**src/rtl/imem_loader.sv**
```systemverilog
// Byte-serial program loader: assembles MSB-first 32-bit words from a byte stream,
// writes them to instruction memory and steers the fetch-stage PC around the load.
module imem_loader #(
  parameter int unsigned MAX_WORDS = 64
) (
  input  logic        CLK,
  input  logic        RST,
  input  logic        start,
  input  logic [6:0]  num_words,
  input  logic        byte_valid,
  input  logic [7:0]  byte_data,
  output logic        byte_ready,
  output logic        WE,
  output logic [31:0] W_Ins,
  output logic [1:0]  bout,
  output logic [31:0] newPC,
  output logic        busy,
  output logic        done
);

  localparam logic [6:0] CAP = (MAX_WORDS > 127) ? 7'd127 : 7'(MAX_WORDS);

  typedef enum logic [2:0] {
    S_IDLE, S_REWIND, S_RECV, S_WRITE, S_ADVANCE, S_FINAL, S_DONE
  } state_t;

  state_t      state_q, state_d;
  logic [6:0]  count_q, count_d;
  logic [6:0]  wcnt_q, wcnt_d;
  logic [1:0]  bcnt_q, bcnt_d;
  logic [31:0] addr_q, addr_d;
  logic [31:0] wins_q, wins_d;

  always_ff @(posedge CLK) begin
    if (RST) begin
      state_q <= S_IDLE;
      count_q <= '0;
      wcnt_q  <= '0;
      bcnt_q  <= '0;
      addr_q  <= '0;
      wins_q  <= '0;
    end else begin
      state_q <= state_d;
      count_q <= count_d;
      wcnt_q  <= wcnt_d;
      bcnt_q  <= bcnt_d;
      addr_q  <= addr_d;
      wins_q  <= wins_d;
    end
  end

  // Byte handshake: a byte transfers on a rising edge where byte_valid and
  // byte_ready are both high; byte_ready depends on state only, never on byte_valid.
  always_comb begin
    state_d = state_q;
    count_d = count_q;
    wcnt_d  = wcnt_q;
    bcnt_d  = bcnt_q;
    addr_d  = addr_q;
    wins_d  = wins_q;
    unique case (state_q)
      S_IDLE: begin
        if (start) begin
          count_d = (num_words > CAP) ? CAP : num_words;
          wcnt_d  = '0;
          state_d = S_REWIND;
        end
      end
      S_REWIND: begin
        addr_d  = '0;
        bcnt_d  = '0;
        state_d = (count_q != 7'd0) ? S_RECV : S_FINAL;
      end
      S_RECV: begin
        if (byte_valid) begin
          wins_d = {wins_q[23:0], byte_data};
          bcnt_d = bcnt_q + 2'd1;
          if (bcnt_q == 2'd3) state_d = S_WRITE;
        end
      end
      S_WRITE: state_d = S_ADVANCE;
      S_ADVANCE: begin
        addr_d  = addr_q + 32'd4;
        wcnt_d  = wcnt_q + 7'd1;
        state_d = ((wcnt_q + 7'd1) == count_q) ? S_FINAL : S_RECV;
      end
      S_FINAL: state_d = S_DONE;
      S_DONE:  state_d = S_IDLE;
      default: state_d = S_IDLE;
    endcase
  end

  // WE and a PC load come from disjoint states, so they can never coincide.
  always_comb begin
    byte_ready = 1'b0;
    WE         = 1'b0;
    bout       = 2'b00;
    newPC      = '0;
    busy       = (state_q != S_IDLE);
    done       = 1'b0;
    unique case (state_q)
      S_IDLE:    ;
      S_REWIND:  bout = 2'b01;
      S_RECV:    byte_ready = 1'b1;
      S_WRITE:   WE = 1'b1;
      S_ADVANCE: begin
        bout  = 2'b01;
        newPC = addr_q + 32'd4;
      end
      S_FINAL:   bout = 2'b01;
      S_DONE:    done = 1'b1;
      default:   ;
    endcase
  end

  assign W_Ins = wins_q;

endmodule
```
**config.mk**
```make
export PLATFORM = sky130hd
export DESIGN_NAME = imem_loader
export DESIGN_NICKNAME = d
export VERILOG_FILES = /design/src/rtl/imem_loader.sv
export SDC_FILE = /design/constraint.sdc
export NUM_CORES = 1
export LEC_CHECK = 0
export BUFFER_PORTS_ARGS = -buffer_cell sky130_fd_sc_hd__buf_2
export CAP_MARGIN = 40
export CORE_AREA = 2 2 105 107
export CTS_CLUSTER_SIZE = 24
export DETAILED_ROUTE_END_ITERATION = 10
export DIE_AREA = 0 0 107 109
export PLACE_DENSITY = 0.7
export SLEW_MARGIN = 20
export SYNTH_ARGS = -nofsm -noshare
export SYNTH_HDL_FRONTEND = slang
export SYNTH_SLANG_ARGS = --single-unit
```
**constraint.sdc**
```tcl
create_clock -name CLK -period 2.6 [get_ports CLK]
set_clock_uncertainty 0.1 [all_clocks]
set_input_delay 0.26 -clock CLK [delete_from_list [all_inputs] [get_ports CLK]]
set_output_delay 0.26 -clock CLK [all_outputs]
set_load 0.02 [all_outputs]
```
==> metrics <==
sequential area share after synthesis 0.4046; initial antenna violation count 0; leakage power total 1.953 nW; Most used DFF post-synth dfxtp_1; kind of critical path reg -> out; CTS sink count 83; Final Max Slew Viols 0; global-route wire length before repair 16170 um; via density per instance 5.081; area delta synth->final 21.08%; unrepaired setup endpoints after global routing false; wire per inst 13.19 um; critical path arrival 2.10 ns; Netlist Area Pre-Place 4106 um2; Initial DRT Pass Iterations 4; status completed; placed instance area 4705 um2; insertion delay to the later sink of the worst-skew pair 0.37 ns; top post-synthesis cells by area dfxtp_1 (40%), nand2_1 (8.5%), a21oi_1 (7.6%); final wirelength 10080 um; chip width 107 um; root buffer cell clkbuf_8; row count 38; setup tns final 0 ns; final setup margin 0.1438 ns; area of the core 10600 um2; Iter 0 DRT Violations 312; top post-synthesis cells by count nand2_1 (93), dfxtp_1 (83), nor2_1 (73); Initial Utilization 0.3873; Tcrit/Tclk final 0.9447; pwr dens 627.5 nW/um2; fraction of registers with async set/reset 0; Avg Synthesized Cell Area 7.576 um2; clock transition at the registers of the reported paths 0.08 ns; Fill cells 1057; Hold Buf Count CTS 0; ANT cells 0; clk buf depth 2; Design Area, Final 4972 um2; largest net degree at the start of global routing 47; Final ANT Viol Nets 0; vias in the first global route 3373; Synth Register Bits 83; post-synth top area cell dfxtp_1; Hold Crit Class in -> reg; IO Count 89; GP Congestion 0.8166; total CTS buffers 9; grt total ovfl 0; fin util 0.4690; startpoint types register; port buffer count 87; pre-CTS setup slack 0.2773 ns; Syn Nets 564; overall global routing resource usage 0.1722; min Tclk post-route 2.456 ns; Synth warnings 0; most numerous cell in the Yosys netlist nand2_1; final setup violation count 0; DRC Markers 0; share of cells above drive strength 1 0.2196; DPL Wire Length 7206 um; H-tree depth 3; Max Cap Viol 0; WP data required 2.24 ns; Synth cell types 47; Peak VDD IR 0.3286 mV; area share of the largest cell type after synthesis 0.4046; fin nets 641; EDFF count, synth 0; Multi-input gate area 2303 um2; cell count after synthesis 542; Die H 109 um; CTS tree built; CP endpoint kind output port; crit-path max FO 18; die area 11660 um2; Final Hold Fails 0; total power 0.003120 W; Reg area 1673 um2; fmax 407.1 MHz; Via Count 3882
-- critical path, stage by stage (launching register included) --
cell,delay [ns]
dfxtp_1,0.46
nand4_1,0.21
nor4_4,0.26
buf_6,0.21
nand4_1,0.17
xor2_1,0.18
nor2_1,0.08
buf_2,0.17
-- state kept, by name, indices dropped and copies added (netlist names) --
signal and count:
W_Ins 32, addr_q 32, bcnt_q 2, count_q 7
state_q 3, wcnt_q 7
-- logic make-up (layout without fill, tap and decap cells) --
group | after synthesis | in the layout | synth area share
buf+inv | 43 | 125 | 0.04083
simple gates | 252 | 252 | 0.2928
other cells | 1 | 1 | 0.0009132
mux | 2 | 2 | 0.005180
xor+xnor | 38 | 38 | 0.08105
fa+ha+maj | 3 | 3 | 0.009142
compound gates | 120 | 120 | 0.1654
flops | 83 | 83 | 0.4046
-- layout make-up --
type / instances / area share
well taps: 140 / 0.03523
clock buffers: 12 / 0.02919
multi-input cells: 416 / 0.4633
flip-flops and latches: 83 / 0.3364
inverters: 4 / 0.003020
clock inverters: 4 / 0.01485
repair buffers: 105 / 0.1180
-- worst paths after layout --
| path | endpoint | slack, ns | startpoint | cells after the start |
|---|---|---|---|---|
| setup / recovery | newPC[31] | 0.14 | addr_q[14] | 7 |
| hold / removal | W_Ins[2] | 0.03 | byte_data[2] | 3 |
| setup reg to reg | state_q[2] | 0.54 | wcnt_q[0] | 6 |
| hold reg to reg | W_Ins[29] | 0.35 | W_Ins[29] | 2 |
-- what timing repair did --
item / 4_1_cts / 5_1_grt
gates resized for setup: 4 / 9
cloned: 0 / 0
endpoints found under the hold margin: 0 / 0
pin swaps: 0 / 1
setup endpoints to repair: 9 / 14
buffers inserted: 0 / 1
-- metrics by stage --
| step | hold slack, ns | std cells |
|---|---|---|
| 3_3_place_gp | 0.3410 | 746 |
| 5_1_grt | 0.03214 | 764 |
| 3_5_place_dp | 0.3476 | 747 |
| 4_1_cts | 0.01580 | 763 |
| 6_report | 0.02819 | 764 |
| 2_1_floorplan | 0.2960 | 542 |
-- cell usage in the layout (no fill, tap or decap), types with 16 or more instances in the layout --
cell	synthesis	routed
nand2_1	93	93
buf_2	2	87
dfxtp_1	83	76
nor2_1	73	73
a21oi_1	62	62
o21ai_0	27	27
nand3_1	23	22
xor2_1	22	22
xnor2_1	16	16
buf_4	1	16
-- layer usage --
| layer | up-vias | global-route usage | part of all wire | routed length, um |
|---|---|---|---|---|
| met5 | - | 0 | 0 | 0 |
| met4 | 0 | 0.05566 | 0.013 | 127 |
| met3 | 12 | 0.04244 | 0.047 | 475 |
| met2 | 87 | 0.2816 | 0.47 | 4758 |
| met1 | 1769 | 0.2239 | 0.47 | 4714 |
| li1 | 2014 | - | - | - |
-- power by group --
group	switching (W)	leakage (nW)	internal, W
logic	0.000488	1.17	0.000245
clock network	0.000456	0.111	0.000568
registers	0.0000429	0.673	0.00132
total	0.000987	1.95	0.00213
Note: power is estimated with default switching activity, not from simulation.
